==> config.mk <==
export PLATFORM = sky130hd
export DESIGN_NAME = matrix_operand_loader
export DESIGN_NICKNAME = d
export VERILOG_FILES = /design/src/rtl/matrix_pkg.sv /design/src/rtl/matrix_operand_bank.sv /design/src/rtl/matrix_operand_loader.sv
export SDC_FILE = /design/constraint.sdc
export NUM_CORES = 1
export LEC_CHECK = 0
export CORE_AREA = 2 2 124 126
export DETAILED_ROUTE_END_ITERATION = 8
export DIE_AREA = 0 0 126 128
export PLACE_DENSITY_LB_ADDON = 0.3
export SLEW_MARGIN = 20
export SYNTH_ARGS = -nofsm -noshare
export SYNTH_HDL_FRONTEND = slang
export SYNTH_SLANG_ARGS = --single-unit
==> constraint.sdc <==
create_clock -name clk -period 4.39 [get_ports clk]
set_input_delay 1.317 -clock clk [delete_from_list [all_inputs] [get_ports clk]]
set_output_delay 1.317 -clock clk [all_outputs]
set_load 0.05 [all_outputs]
==> src/rtl/matrix_pkg.sv <==
// Shared types and constants for the 3x3 matrix operand loader and its register bank.
package matrix_pkg;

   localparam int DATA_W = 8;
   localparam int N_ELEM = 18;
   localparam int A_LAST = 8;
   localparam int B_LAST = 17;
   localparam int CNT_W  = 5;

   typedef enum logic [1:0] {
      COLLECT = 2'd0,
      FIRE    = 2'd1,
      WAIT    = 2'd2
   } state_t;

   typedef struct packed {
      logic       is_b;
      logic [1:0] row;
      logic [1:0] col;
   } slot_pos_t;

   // Frame slot 0..17 -> which matrix, and row/col within it (row-major).
   function automatic slot_pos_t slot_pos(input logic [CNT_W-1:0] slot);
      slot_pos_t        pos;
      logic [CNT_W-1:0] idx;
      logic [CNT_W-1:0] row_full;
      logic [CNT_W-1:0] col_full;
      pos.is_b = (slot > CNT_W'(A_LAST));
      idx      = pos.is_b ? (slot - CNT_W'(A_LAST + 1)) : slot;
      row_full = idx / CNT_W'(3);
      col_full = idx - (row_full * CNT_W'(3));
      pos.row  = row_full[1:0];
      pos.col  = col_full[1:0];
      return pos;
   endfunction

endpackage

==> src/rtl/matrix_operand_bank.sv <==
// 18-entry operand register file: one write port addressed by frame slot,
// read out in parallel as flat A and B matrices.
module matrix_operand_bank
   import matrix_pkg::*;
#(
   parameter int DATA_W = matrix_pkg::DATA_W
) (
   input  logic                  clk,
   input  logic                  reset,
   input  logic                  we,
   input  logic [CNT_W-1:0]      addr,
   input  logic [DATA_W-1:0]     wdata,
   output logic [9*DATA_W-1:0]   a_flat,
   output logic [9*DATA_W-1:0]   b_flat
);

   logic [DATA_W-1:0] a_reg [3][3];
   logic [DATA_W-1:0] b_reg [3][3];
   slot_pos_t         pos;

   always_comb begin
      pos = slot_pos(addr);
   end

   always_ff @(posedge clk or negedge reset) begin
      if (!reset) begin
         for (int r = 0; r < 3; r++) begin
            for (int c = 0; c < 3; c++) begin
               a_reg[r][c] <= '0;
               b_reg[r][c] <= '0;
            end
         end
      end else if (we) begin
         if (pos.is_b) b_reg[pos.row][pos.col] <= wdata;
         else          a_reg[pos.row][pos.col] <= wdata;
      end
   end

   // Element aRC lands at bits [(3R+C)*DATA_W +: DATA_W].
   for (genvar r = 0; r < 3; r++) begin : g_row
      for (genvar c = 0; c < 3; c++) begin : g_col
         assign a_flat[(3*r+c)*DATA_W +: DATA_W] = a_reg[r][c];
         assign b_flat[(3*r+c)*DATA_W +: DATA_W] = b_reg[r][c];
      end
   end

endmodule

==> src/rtl/matrix_operand_loader.sv <==
// Collects an 18-byte A/B operand frame from a byte stream, fires the 3x3
// multiplier and holds the operands stable until it reports done.
module matrix_operand_loader
   import matrix_pkg::*;
#(
   parameter int DATA_W = matrix_pkg::DATA_W
) (
   input  logic                  clk,
   input  logic                  reset,
   input  logic [DATA_W-1:0]     in_data,
   input  logic                  in_valid,
   input  logic                  in_last,
   output logic                  in_ready,
   input  logic                  abort,
   output logic [9*DATA_W-1:0]   a_flat,
   output logic [9*DATA_W-1:0]   b_flat,
   output logic                  mult_start,
   input  logic                  mult_done,
   output logic                  busy,
   output logic                  frame_err,
   output state_t                dbg_state,
   output logic [CNT_W-1:0]      dbg_cnt
);

   // Handshake: a beat transfers on a rising edge where in_valid & in_ready;
   // in_ready depends only on state, never on in_valid, and in_last is
   // meaningful only on a transferring beat.
   state_t           state, state_next;
   logic [CNT_W-1:0] cnt, cnt_next;
   logic             start_next, err_next;
   logic             accept, wr_en;

   assign in_ready  = (state == COLLECT);
   assign busy      = (state != COLLECT);
   assign accept    = in_valid && in_ready;
   assign dbg_state = state;
   assign dbg_cnt   = cnt;

   always_ff @(posedge clk or negedge reset) begin
      if (!reset) begin
         state      <= COLLECT;
         cnt        <= '0;
         mult_start <= 1'b0;
         frame_err  <= 1'b0;
      end else begin
         state      <= state_next;
         cnt        <= cnt_next;
         mult_start <= start_next;
         frame_err  <= err_next;
      end
   end

   always_comb begin
      state_next = state;
      cnt_next   = cnt;
      start_next = 1'b0;
      err_next   = 1'b0;
      wr_en      = 1'b0;
      case (state)
         COLLECT: begin
            // abort wins over a coincident beat: the beat is dropped silently.
            if (abort) begin
               cnt_next = '0;
            end else if (accept) begin
               wr_en = 1'b1;
               if (cnt == CNT_W'(B_LAST)) begin
                  cnt_next = '0;
                  if (in_last) begin
                     state_next = FIRE;
                     start_next = 1'b1;
                  end else begin
                     err_next = 1'b1;
                  end
               end else if (in_last) begin
                  cnt_next = '0;
                  err_next = 1'b1;
               end else begin
                  cnt_next = cnt + CNT_W'(1);
               end
            end
         end
         FIRE: begin
            state_next = WAIT;
         end
         WAIT: begin
            if (mult_done) state_next = COLLECT;
         end
         default: begin
            state_next = COLLECT;
            cnt_next   = '0;
         end
      endcase
   end

   matrix_operand_bank #(.DATA_W(DATA_W)) u_bank (
      .clk    (clk),
      .reset  (reset),
      .we     (wr_en),
      .addr   (cnt),
      .wdata  (in_data),
      .a_flat (a_flat),
      .b_flat (b_flat)
   );

endmodule

==> summary.md, run 1 <==
| Metric | Value |
|---|---|
| Via count of the first global-routing pass | 4,787 |
| Count of H-tree levels built during CTS | 4 |
| Fmax achieved | 0.210 GHz |
| Min-Delay Startpoint | u_bank.b_flat[67]$_DFFE_PN0P_ |
| Type of the worst setup path | flop to flop |
| Filler instances | 1,064 |
| Total CTS buffers | 17 |
| Layout cell share with drive strength beyond 1 | 0.407 |
| Result of the run | finished, violations left |
| Setup slack after layout | -0.365 ns |
| Pin count of the biggest net entering global routing | 86 |
| Relative contribution of sequential cells to total power | 0.396 |
| Switch share | 0.312 |
| Layout Utilization | 0.665 |
| Most area-consuming cells after synthesis | sky130_fd_sc_hd__dfrtp_1, sky130_fd_sc_hd__mux2_2, sky130_fd_sc_hd__ha_1 |
| Global-route wire length before repair | 26.8 mm |
| Share of the synthesized area in the top cell type | 0.596 |
| Fraction of the cycle the final worst path needs | 1.08 |
| Chip Width | 126 µm |
| Final global-route overflow total | 0 |
| Type of the most critical hold path | flop to flop |
| Core Rows | 45 |
| Number of setup violations in the final report | 144 |
| Combined flip-flop and latch cell area | 0.00383 mm² |
| Overall Global Routing Usage | 0.217 |
| RD Place Congestion | 0.840 |
| Number of antenna violations at the first check in global routing | 0 |
| Placement-stage cell area | 0.00898 mm² |
| Dominant cell by count in the synthesized netlist | sky130_fd_sc_hd__dfrtp_1 |
| Height of the die | 128 µm |
| Initial drt markers | 228 |
| Proportion of synthesized chip area in sequential cells | 0.596 |
| Remaining DRCs | 0 |
| Buffers from clock root to sink, at most | 2 |
| Max Clock Skew | 0.00730 ns |
| Latest clock arrival within the worst-skew pair | 0.42 ns |
| Top FF cell, synth | sky130_fd_sc_hd__dfrtp_1 |
| Synthesized area | 0.00642 mm² |
| R2r endpoint | u_bank.a_flat[32]$_DFFE_PN0P_ |
| Final Hold Slack | 0.504 ns |
| Clock power share | 0.356 |
| Number of nets with antenna violations after routing | 0 |
| Area growth, synth to finish | 54.1% |
| Tmin final | 4.75 ns |
| Cell-internal power | 2.79 mW |
| Async set or reset register ratio after synthesis | 1.00 |
| Count of cells along the worst register-to-register path | 25 |
| Cell depth of the worst min-delay path | 1 |
| Wirelength per Cell | 19.8 µm |
| Mean instance size in the synthesized netlist | 14.8 µm² |
| Mapped Nets | 461 |
| CP bufs+invs | 5 |
| Total of buffers placed on input and output ports | 168 |
| Master of the slowest instance on the critical path | sky130_fd_sc_hd__dfrtp_2 |
| Violated checks | setup timing |
| Worst min-delay path endpoint | u_bank.b_flat[67]$_DFFE_PN0P_ |
| Arrival time at the worst endpoint | 5.06 ns |
| First-pass iteration count of the detailed router | 5 |
| RSZ-0062 raised after global routing | true |
| Normalized max-slew margin | 0.353 |
| Largest driver fanout on the critical path | 6 |
| Number of nets at the end of the flow | 685 |
| Worst slew pin tran | 0.967 ns |
| CP Capture Type | flop |
| DP Wirelength | 11.7 mm |
| Number of synthesized flops with an enable pin | 0 |
| Final max-slew violation count | 0 |
| Synth top cells by count | sky130_fd_sc_hd__dfrtp_1, sky130_fd_sc_hd__mux2_2, sky130_fd_sc_hd__ha_1, sky130_fd_sc_hd__inv_1, sky130_fd_sc_hd__nand2_1 |
| Max-cap check violation count | 0 |
| Cell variety after synth | 42 |
| CTS Root Cell | sky130_fd_sc_hd__clkbuf_16 |
| Leakage | 4.64 nW |
| Net switching power of the design | 1.27 mW |
| Combinational share of power | 0.248 |
| Area leader, netlist | sky130_fd_sc_hd__dfrtp_1 |
| Number of failing hold endpoints at the final stage | 0 |
| Startpoint Class | flop |
| Synth Register Bits | 153 |
| Antenna cells | 0 |
| Clock-pin transition on the worst setup and hold timing paths | 0.06 ns |
| Total number of clock tree sinks | 153 |
| Routed wire length | 17.0 mm |
| Required time at the endpoint of the critical path | 4.69 ns |
| Starting utilization of the core area | 0.432 |
| Setup slack, reg-to-reg | -0.36 ns |
| I/O pin count | 169 |
| Count of mapped cells out of synthesis | 433 |
| Warning count from the yosys run | 0 |
| Via count | 4,441 |
| Post-route cell area | 0.00989 mm² |
| Max rail drop VDD | 0.267 mV |
| Vias per cell | 5.18 |
| Family of cells with the greatest summed delay on the critical path | compound AO/OA/AOI/OAI gates |
| Critical Path Max Stage Delay | 0.40 ns |
| Area of the core | 0.0149 mm² |
| CTS tree | done |
| Hold-fix buffer count after cts | 0 |
| Crit Reg-Reg Startpoint | dbg_cnt[1]$_DFFE_PN0P_ |
| Die area | 0.0161 mm² |
| Total power density per cell area | 410 mW/mm² |
| Area of the multi-input gates | 0.00297 mm² |
-- routing by layer --
metal  GRT usage  part of all wire  vias to the layer above
met4      0.0621             0.018                        0
li1            -                 -                     1986
met3      0.0856             0.085                       29
met1       0.258              0.40                     2261
met5           0                 0                        -
met2       0.369              0.49                      165
-- logic make-up (layout without fill, tap and decap cells) --
logic type / after synthesis / after routing / synth area share
AOI/OAI and AO/OA: 27 / 27 / 0.0300
DFF: 153 / 153 / 0.596
xor gates and xnor gates: 5 / 5 / 0.00682
muxes: 149 / 149 / 0.262
and+or+nand+nor: 56 / 56 / 0.0577
buffers and inverters: 29 / 266 / 0.0199
adders and majority gates: 14 / 14 / 0.0273
-- placed cells by master, fill, tap and decap left out, types with 4 or more instances in the layout --
master	count
sky130_fd_sc_hd__a31oi_1	4
sky130_fd_sc_hd__nand2_1	7
sky130_fd_sc_hd__inv_1	10
sky130_fd_sc_hd__clkdlybuf4s50_1	167
sky130_fd_sc_hd__nor2_1	9
sky130_fd_sc_hd__mux2_4	63
sky130_fd_sc_hd__buf_6	6
sky130_fd_sc_hd__buf_12	9
sky130_fd_sc_hd__nor3_4	6
sky130_fd_sc_hd__mux2_2	85
sky130_fd_sc_hd__buf_4	38
sky130_fd_sc_hd__dfrtp_1	151
sky130_fd_sc_hd__ha_1	10
sky130_fd_sc_hd__o21ai_0	8
sky130_fd_sc_hd__nand2_8	12
sky130_fd_sc_hd__clkbuf_16	17
-- metrics by stage --
stage / TNS, ns / power, mW / worst slack (ns) / std cells
3_5_place_dp: -43.92 / 2.59 / -0.448 / 817
2_1_floorplan: -26.00 / 2.21 / -0.379 / 433
4_1_cts: -20.57 / 4.08 / -0.312 / 855
5_1_grt: -60.33 / 4.20 / -0.585 / 858
6_report: -28.72 / 4.05 / -0.365 / 858
3_3_place_gp: -12.70 / 2.57 / -0.234 / 817
-- sequential cells by signal (all words and copies together) (netlist names) --
name,count
dbg_cnt,5
dbg_state,2
frame_err,1
mult_start,1
u_bank.a_flat,72
u_bank.b_flat,72
-- layout make-up --
cell class                      count  area share
Clock buffer                       23      0.0483
Sequential cell                   153       0.388
Multi-Input combinational cell    251       0.300
Clock inverter                      9      0.0113
Tap cell                          188      0.0238
Inverter                           14     0.00557
Timing Repair Buffer              220       0.223
-- power groups by stage --
| stage | registers, mW | clock network, mW | logic, mW |
|---|---|---|---|
| floorplan | 2.03 | 0 | 0.182 |
| global placement | 1.62 | 0 | 0.951 |
| detailed placement | 1.63 | 0 | 0.963 |
| CTS | 1.60 | 1.47 | 1.00 |
| global route | 1.62 | 1.54 | 1.04 |
| finish | 1.61 | 1.45 | 1.00 |
-- how the worst max path moves through the flow --
stage | end | from | slack (ns) | cells past startpoint
after global placement | u_bank.a_flat[32]$_DFFE_PN0P_ | dbg_cnt[0]$_DFFE_PN0P_ | -0.23 | 25
after detailed placement | u_bank.a_flat[13]$_DFFE_PN0P_ | dbg_cnt[0]$_DFFE_PN0P_ | -0.45 | 25
after CTS | u_bank.a_flat[38]$_DFFE_PN0P_ | dbg_cnt[0]$_DFFE_PN0P_ | -0.31 | 25
after floorplan | u_bank.a_flat[10]$_DFFE_PN0P_ | dbg_cnt[1]$_DFFE_PN0P_ | -0.38 | 24
final | u_bank.a_flat[32]$_DFFE_PN0P_ | dbg_cnt[1]$_DFFE_PN0P_ | -0.36 | 25
after global routing | u_bank.a_flat[32]$_DFFE_PN0P_ | dbg_cnt[0]$_DFFE_PN0P_ | -0.58 | 25
-- timing repair --
| action | CTS | global route |
|---|---|---|
| buffers inserted | 7 | 3 |
| setup endpoints to repair | 144 | 144 |
| pin swaps | 5 | 4 |
| gates resized for setup | 46 | 10 |
Note: power is estimated with default switching activity, not from simulation.
==> run 2, diff against run 1 <==
Settings changed: ABC_AREA set to 1, CORE_AREA 2 2 124 126 to 2 2 126 128, DIE_AREA 0 0 126 128 to 0 0 128 130.
==> run 2 against run 1 <==
  * The flow now finishes without violations
  * Maximum frequency is 12% higher
  * Sequential power is 8% higher
  * Final cell count is 24% higher
  * Die area is 3.2% higher
  * Synthesized cell count is 49% higher
  * Area after synthesis is 3.0% higher
  * Critical path type unchanged
  * Highest routed layer unchanged
==> summary.md, run 2 <==
| Metric | Value |
|---|---|
| Post-route cell area | 0.00961 mm² (-2.8%) |
| Clock-pin transition on the worst setup and hold timing paths | 0.06 ns (about the same) |
| Overall Global Routing Usage | 0.223 (+0.00567) |
| Area leader, netlist | sky130_fd_sc_hd__dfrtp_1 |
| Synth Register Bits | 153 (unchanged) |
| Height of the die | 130 µm (+1.6%) |
| Normalized max-slew margin | 0.458 (+0.104) |
| Layout cell share with drive strength beyond 1 | 0.161 (-0.247) |
| Remaining DRCs | 0 (unchanged) |
| Type of the most critical hold path | flop to flop |
| Chip Width | 128 µm (+1.6%) |
| Required time at the endpoint of the critical path | 4.70 ns (about the same) |
| Count of H-tree levels built during CTS | 4 (unchanged) |
| Area growth, synth to finish | 45.3% |
| Clock power share | 0.289 (-0.067) |
| Dominant cell by count in the synthesized netlist | sky130_fd_sc_hd__nand2_1 |
| Placement-stage cell area | 0.00850 mm² (-5.4%) |
| Via count | 5,449 (+23%) |
| Wirelength per Cell | 17.3 µm (-13%) |
| Setup slack after layout | 0.141 ns (+0.505 ns) |
| Number of nets with antenna violations after routing | 0 (unchanged) |
| Relative contribution of sequential cells to total power | 0.345 (-0.051) |
| Number of synthesized flops with an enable pin | 0 (unchanged) |
| Number of failing hold endpoints at the final stage | 0 (unchanged) |
| Worst slew pin tran | 0.809 ns (-0.158 ns) |
| Proportion of synthesized chip area in sequential cells | 0.579 (-0.0173) |
| Layout Utilization | 0.623 (-0.0424) |
| Initial drt markers | 305 (+34%) |
| I/O pin count | 169 (unchanged) |
| DP Wirelength | 12.2 mm (+3.9%) |
| Final Hold Slack | 0.485 ns (-0.0192 ns) |
| Top library cells by usage in the layout, fill and taps aside | sky130_fd_sc_hd__nand2_1, sky130_fd_sc_hd__clkdlybuf4s50_1, sky130_fd_sc_hd__dfrtp_1, sky130_fd_sc_hd__o21a_1, sky130_fd_sc_hd__o21ai_0 |
| Tmin final | 4.25 ns (-0.505 ns) |
| Starting utilization of the core area | 0.429 (-0.00328) |
| Largest driver fanout on the critical path | 6 (unchanged) |
| Non-Filler Instances | 1,062 (+24%) |
| Core Rows | 46 (+2.2%) |
| Number of antenna violations at the first check in global routing | 0 (unchanged) |
| Critical Path Max Stage Delay | 0.42 ns (+0.02 ns) |
| Total power density per cell area | 525 mW/mm² (+28%) |
| Fmax achieved | 0.235 GHz (+12%) |
| Library cell appearing most often on the critical path | sky130_fd_sc_hd__nand2_1 |
| Final max-slew violation count | 0 (unchanged) |
| Total CTS buffers | 17 (unchanged) |
| Startpoint Class | flop |
| Warning count from the yosys run | 0 (unchanged) |
| Via count of the first global-routing pass | 5,403 (+13%) |
| Final global-route overflow total | 0 (unchanged) |
| CP Capture Type | flop |
| Count of mapped cells out of synthesis | 647 (+49%) |
| Cell-internal power | 3.10 mW (+11%) |
| Top FF cell, synth | sky130_fd_sc_hd__dfrtp_1 |
| Area of the core | 0.0154 mm² (+3.8%) |
| Synth top cells by count | sky130_fd_sc_hd__nand2_1, sky130_fd_sc_hd__dfrtp_1, sky130_fd_sc_hd__o21a_1 |
| Routed wire length | 18.3 mm (+7.9%) |
| Synthesized area | 0.00661 mm² (+3.0%) |
| Hold-fix buffer count after cts | 0 (unchanged) |
| Arrival time at the worst endpoint | 4.56 ns (-0.50 ns) |
| RD Place Congestion | 0.917 (+9.2%) |
| Max Clock Skew | 0.00757 ns (+0.000274 ns) |
| Combinational share of power | 0.367 (+0.119) |
| Global-route wire length before repair | 28.5 mm (+6.3%) |
| Mean instance size in the synthesized netlist | 10.2 µm² (-31%) |
| Pin count of the biggest net entering global routing | 111 (+29%) |
| CTS Root Cell | sky130_fd_sc_hd__clkbuf_16 |
| Vias per cell | 5.13 (-0.87%) |
| Antenna cells | 0 (unchanged) |
| Filler instances | 1,228 (+15%) |
| Most area-consuming cells after synthesis | sky130_fd_sc_hd__dfrtp_1, sky130_fd_sc_hd__o21a_1, sky130_fd_sc_hd__nand2_1 |
| Mapped Nets | 675 (+46%) |
| Number of setup violations in the final report | 0 (-100%) |
| Max-cap check violation count | 0 (unchanged) |
| Number of nets at the end of the flow | 886 (+29%) |
| Most frequent standard cell in the layout excluding fill and tap cells | sky130_fd_sc_hd__nand2_1 |
| Latest clock arrival within the worst-skew pair | 0.42 ns (about the same) |
| Cell total after placement | 999 (+22%) |
| Async set or reset register ratio after synthesis | 1.00 (unchanged) |
| Leakage | 4.19 nW (-9.6%) |
| Post-placement worst setup slack | -0.0949 ns (+0.353 ns) |
| Cell variety after synth | 28 (-33%) |
| Switch share | 0.386 (+0.0742) |
| CTS tree | done |
| Net switching power of the design | 1.95 mW (+54%) |
| Fraction of the cycle the final worst path needs | 0.968 (-0.115) |
| First-pass iteration count of the detailed router | 5 (unchanged) |
| Master of the slowest instance on the critical path | sky130_fd_sc_hd__dfrtp_2 |
| Total of buffers placed on input and output ports | 168 (unchanged) |
| Buffers from clock root to sink, at most | 2 (unchanged) |
| Share of the synthesized area in the top cell type | 0.579 (-0.0173) |
| Max rail drop VDD | 0.540 mV (+100%) |
| Die area | 0.0166 mm² (+3.2%) |
| Total number of clock tree sinks | 153 (unchanged) |
| Result of the run | finished clean |
| Type of the worst setup path | flop to flop |
-- run 2: kinds of logic (layout without fill, tap and decap cells) --
family,after synthesis,count (layout),share of synthesized area
AND/OR/NAND/NOR,250,250,0.177
AO/OA/AOI/OAI,154,154,0.154
flip-flops,153,153,0.579
buffers and inverters,72,295,0.0553
adder cells (fa/ha/maj),14,14,0.0265
XOR/XNOR,4,4,0.00814
-- run 2: layout make-up --
class	count	area, µm²	area share
flip-flops and latches	153	3830	0.399
clock buffers	18	439	0.0457
multi-input cells	422	2540	0.265
inverters	46	175	0.0182
well taps	192	240	0.0250
clock inverters	13	144	0.0150
repair buffers	218	2230	0.233
-- run 2: final timing paths --
check                                         startpoint                       endpoint  slack, ns  cells after the start
min in group asynchronous                          reset   u_bank.a_flat[6]$_DFFE_PN0P_       0.75                      1
setup / recovery                  dbg_cnt[1]$_DFFE_PN0P_  u_bank.b_flat[25]$_DFFE_PN0P_       0.14                     32
hold reg to reg            u_bank.b_flat[43]$_DFFE_PN0P_  u_bank.b_flat[43]$_DFFE_PN0P_       0.49                      2
max in group asynchronous                          reset  u_bank.a_flat[65]$_DFFE_PN0P_       2.49                      3
hold / removal             u_bank.b_flat[43]$_DFFE_PN0P_  u_bank.b_flat[43]$_DFFE_PN0P_       0.49                      2
setup reg to reg                  dbg_cnt[1]$_DFFE_PN0P_  u_bank.b_flat[25]$_DFFE_PN0P_       0.14                     32
-- run 2: power by group through the flow --
stage	clock [mW]	combinational [mW]	sequential [mW]
final	1.46	1.85	1.74
after global placement	0	1.73	1.75
after floorplan	0	0.498	2.42
after CTS	1.47	1.79	1.74
after global routing	1.53	1.96	1.76
after detailed placement	0	1.76	1.76
-- run 2: stage by stage --
step	TNS (ns)	power [mW]
floorplan	0	2.92
global placement	0	3.48
detailed placement	-3.92	3.52
CTS	0	5.00
global route	-0.830	5.25
finish	0	5.05
-- run 2: timing repair --
action,4_1_cts,5_1_grt
cloned,0,1
setup buffers,16,14
setup endpoints to repair,96,144
gates resized for setup,6,26
pin swaps,13,14
-- run 2: worst max-delay path: cells and delay by family, from the launching register on --
family,cells,cell delay (ns)
xor+xnor,2,0.35
buf+inv,6,0.58
simple gates,18,1.69
compound gates,2,0.25
fa+ha+maj,4,0.83
flops,1,0.42
-- run 2: per-layer routing --
metal	wire length (µm)	track usage
met1	7880	0.285
met2	8870	0.369
met3	1240	0.0586
met4	349	0.0827
met5	0	0
==> run 3, diff against run 2 <==
Settings changed: CORE_AREA 2 2 126 128 to 2 2 120 122, DIE_AREA 0 0 128 130 to 0 0 122 124.
Clock period 4.39 ns to 4.5 ns, I/O delays scaled along.
==> run 3 against run 2 <==
  * Sequential cell count unchanged
  * Largest power group unchanged
  * Critical path type unchanged
  * Worst hold slack got worse by 0.00052 ns
  * Non-clock buffer count decreased by 9
==> summary.md, run 3 (synthesized netlist as in run 2, its figures left out) <==
| Metric | Value |
|---|---|
| Switch share | 0.380 (-0.00603) |
| Max rail drop VDD | 0.426 mV (-21%) |
| Area of the core | 0.0137 mm² (-11%) |
| Top library cells by usage in the layout, fill and taps aside | sky130_fd_sc_hd__nand2_1, sky130_fd_sc_hd__clkdlybuf4s50_1, sky130_fd_sc_hd__dfrtp_1, sky130_fd_sc_hd__o21a_1, sky130_fd_sc_hd__o21ai_0 |
| Leakage | 4.16 nW (-0.71%) |
| Layout Utilization | 0.693 (+0.0701) |
| Max-cap check violation count | 0 (unchanged) |
| CP Capture Type | flop |
| Wirelength per Cell | 17.1 µm (-0.77%) |
| Total CTS buffers | 17 (unchanged) |
| Non-Filler Instances | 1,041 (-2.0%) |
| Number of nets at the end of the flow | 877 (-1.0%) |
| Combined flip-flop and latch cell area | 0.00383 mm² (unchanged) |
| CP bufs+invs | 7 (+1) |
| Chip Width | 122 µm (-4.7%) |
| Tmin final | 4.37 ns (+0.119 ns) |
| Fraction of the cycle the final worst path needs | 0.971 (+0.00280) |
| Required time at the endpoint of the critical path | 4.87 ns (+0.17 ns) |
| Core Rows | 43 (-6.5%) |
| Result of the run | finished clean |
| Power, Total | 4.91 mW (-2.7%) |
| Clock-pin transition on the worst setup and hold timing paths | 0.06 ns (about the same) |
| Largest driver fanout on the critical path | 8 (+2) |
| Count of H-tree levels built during CTS | 4 (unchanged) |
| Final global-route overflow total | 0 (unchanged) |
| Routed wire length | 17.8 mm (-2.7%) |
| Number of antenna violations at the first check in global routing | 0 (unchanged) |
| Die area | 0.0151 mm² (-9.1%) |
| Normalized max-slew margin | 0.422 (-0.0360) |
| Fmax achieved | 0.229 GHz (-2.7%) |
| Layout cell share with drive strength beyond 1 | 0.146 (-0.0146) |
| Total power density per cell area | 517 mW/mm² (-1.7%) |
| Latest clock arrival within the worst-skew pair | 0.43 ns (about the same) |
| Type of the worst setup path | flop to flop |
| Number of failing hold endpoints at the final stage | 0 (unchanged) |
| Number of setup violations in the final report | 0 (unchanged) |
| I/O pin count | 169 (unchanged) |
| Met1 track demand over resource | 0.306 (+0.0211) |
| DP Wirelength | 11.7 mm (-3.9%) |
| Critical Path Max Stage Delay | 0.42 ns (about the same) |
| Area of the multi-input gates | 0.00253 mm² (-0.34%) |
| Cell total after placement | 977 (-2.2%) |
| Master of the slowest instance on the critical path | sky130_fd_sc_hd__dfrtp_2 |
| Cell-internal power | 3.04 mW (-1.7%) |
| Clock power share | 0.294 (+0.005) |
| Area growth, synth to finish | 43.8% |
| Antenna cells | 0 (unchanged) |
| First-pass iteration count of the detailed router | 5 (unchanged) |
| Initial drt markers | 355 (+16%) |
| Height of the die | 124 µm (-4.6%) |
| Max Clock Skew | 0.00592 ns (-0.00165 ns) |
| CTS Root Cell | sky130_fd_sc_hd__clkbuf_16 |
| Global routing usage on met3 | 0.0627 (+0.00410) |
| Via count | 5,412 (-0.68%) |
| Pin count of the biggest net entering global routing | 81 (-27%) |
| Number of nets with antenna violations after routing | 0 (unchanged) |
| Type of the most critical hold path | flop to flop |
| Family of cells with the greatest summed delay on the critical path | simple AND/OR/NAND/NOR gates |
| Global-route wire length before repair | 27.6 mm (-3.2%) |
| Combinational share of power | 0.361 (-0.006) |
| CTS tree | done |
| Total number of clock tree sinks | 153 (unchanged) |
| Starting utilization of the core area | 0.482 (+0.0533) |
| Overall Global Routing Usage | 0.241 (+0.0179) |
| Peak-usage layer in the global routing report | met2 |
| Arrival time at the worst endpoint | 4.74 ns (+0.18 ns) |
| RD Place Congestion | 0.862 (-6.0%) |
| Net switching power of the design | 1.87 mW (-4.2%) |
| Vias per cell | 5.20 (+1.3%) |
| Met2 Usage GRT | 0.401 (+0.0325) |
| Startpoint Class | flop |
| Total of buffers placed on input and output ports | 168 (unchanged) |
| Remaining DRCs | 0 (unchanged) |
| Relative contribution of sequential cells to total power | 0.346 (about the same) |
| Final max-slew violation count | 0 (unchanged) |
| Worst slew pin tran | 0.862 ns (+0.0537 ns) |
| Most frequent standard cell in the layout excluding fill and tap cells | sky130_fd_sc_hd__nand2_1 |
| Via count of the first global-routing pass | 5,226 (-3.3%) |
| Filler instances | 996 (-19%) |
| Buffers from clock root to sink, at most | 2 (unchanged) |
-- run 3: area by class of cell --
type,count,share of cell area
clock buffer,20,0.0470
clock inverter,11,0.0154
inverter,46,0.0184
multi-input combinational,422,0.266
sequential,153,0.403
tap,180,0.0237
timing repair buffer,209,0.226
-- run 3: through the flow --
| stage | worst slack (ns) | area [µm²] | hold slack (ns) | setup TNS (ns) |
|---|---|---|---|---|
| floorplan | 0.0245 | 6610 | 0.731 | 0 |
| global placement | 0.0804 | 8400 | 0.469 | 0 |
| detailed placement | -0.208 | 8400 | 0.476 | -13.84 |
| CTS | 0.00594 | 9280 | 0.491 | 0 |
| global route | -0.110 | 9510 | 0.508 | -2.44 |
| finish | 0.132 | 9510 | 0.485 | 0 |
-- run 3: per-layer routing --
layer | routed length [µm] | share of wire
met1 | 7300 | 0.41
met2 | 8970 | 0.50
met3 | 1230 | 0.069
met4 | 340 | 0.019
met5 | 0 | 0
-- run 3: worst paths after layout --
path,from,endpoint,slack [ns],depth (start not counted)
min in group asynchronous,reset,u_bank.a_flat[1]$_DFFE_PN0P_,0.95,1
max in group asynchronous,reset,u_bank.b_flat[50]$_DFFE_PN0P_,2.70,2
setup reg to reg,dbg_cnt[0]$_DFFE_PN0P_,u_bank.b_flat[59]$_DFFE_PN0P_,0.13,31
hold reg to reg,u_bank.a_flat[1]$_DFFE_PN0P_,u_bank.a_flat[1]$_DFFE_PN0P_,0.48,1
setup / recovery,dbg_cnt[0]$_DFFE_PN0P_,u_bank.b_flat[59]$_DFFE_PN0P_,0.13,31
hold / removal,u_bank.a_flat[1]$_DFFE_PN0P_,u_bank.a_flat[1]$_DFFE_PN0P_,0.48,1
-- run 3: worst register-to-register path, delay by kind of cell, from the launching register on --
family / cells / cell delay (ns)
flops: 1 / 0.42
simple gates: 15 / 1.50
fa+ha+maj: 4 / 0.89
buf+inv: 7 / 0.75
compound gates: 3 / 0.33
xor+xnor: 2 / 0.41
-- run 3: repair_timing --
action | CTS | global route
endpoints found under the setup margin | 96 | 144
hold buffers | 0 | 0
setup buffers | 19 | 14
pin swaps | 11 | 11
resized for setup | 4 | 28
-- run 3: power groups by stage --
stage               Combinational, mW  Clock, mW  Sequential (mW)
floorplan                       0.484          0             2.36
global placement                 1.69          0             1.71
detailed placement               1.72          0             1.71
CTS                              1.74       1.45             1.69
global route                     1.87       1.54             1.72
finish                           1.77       1.44             1.70
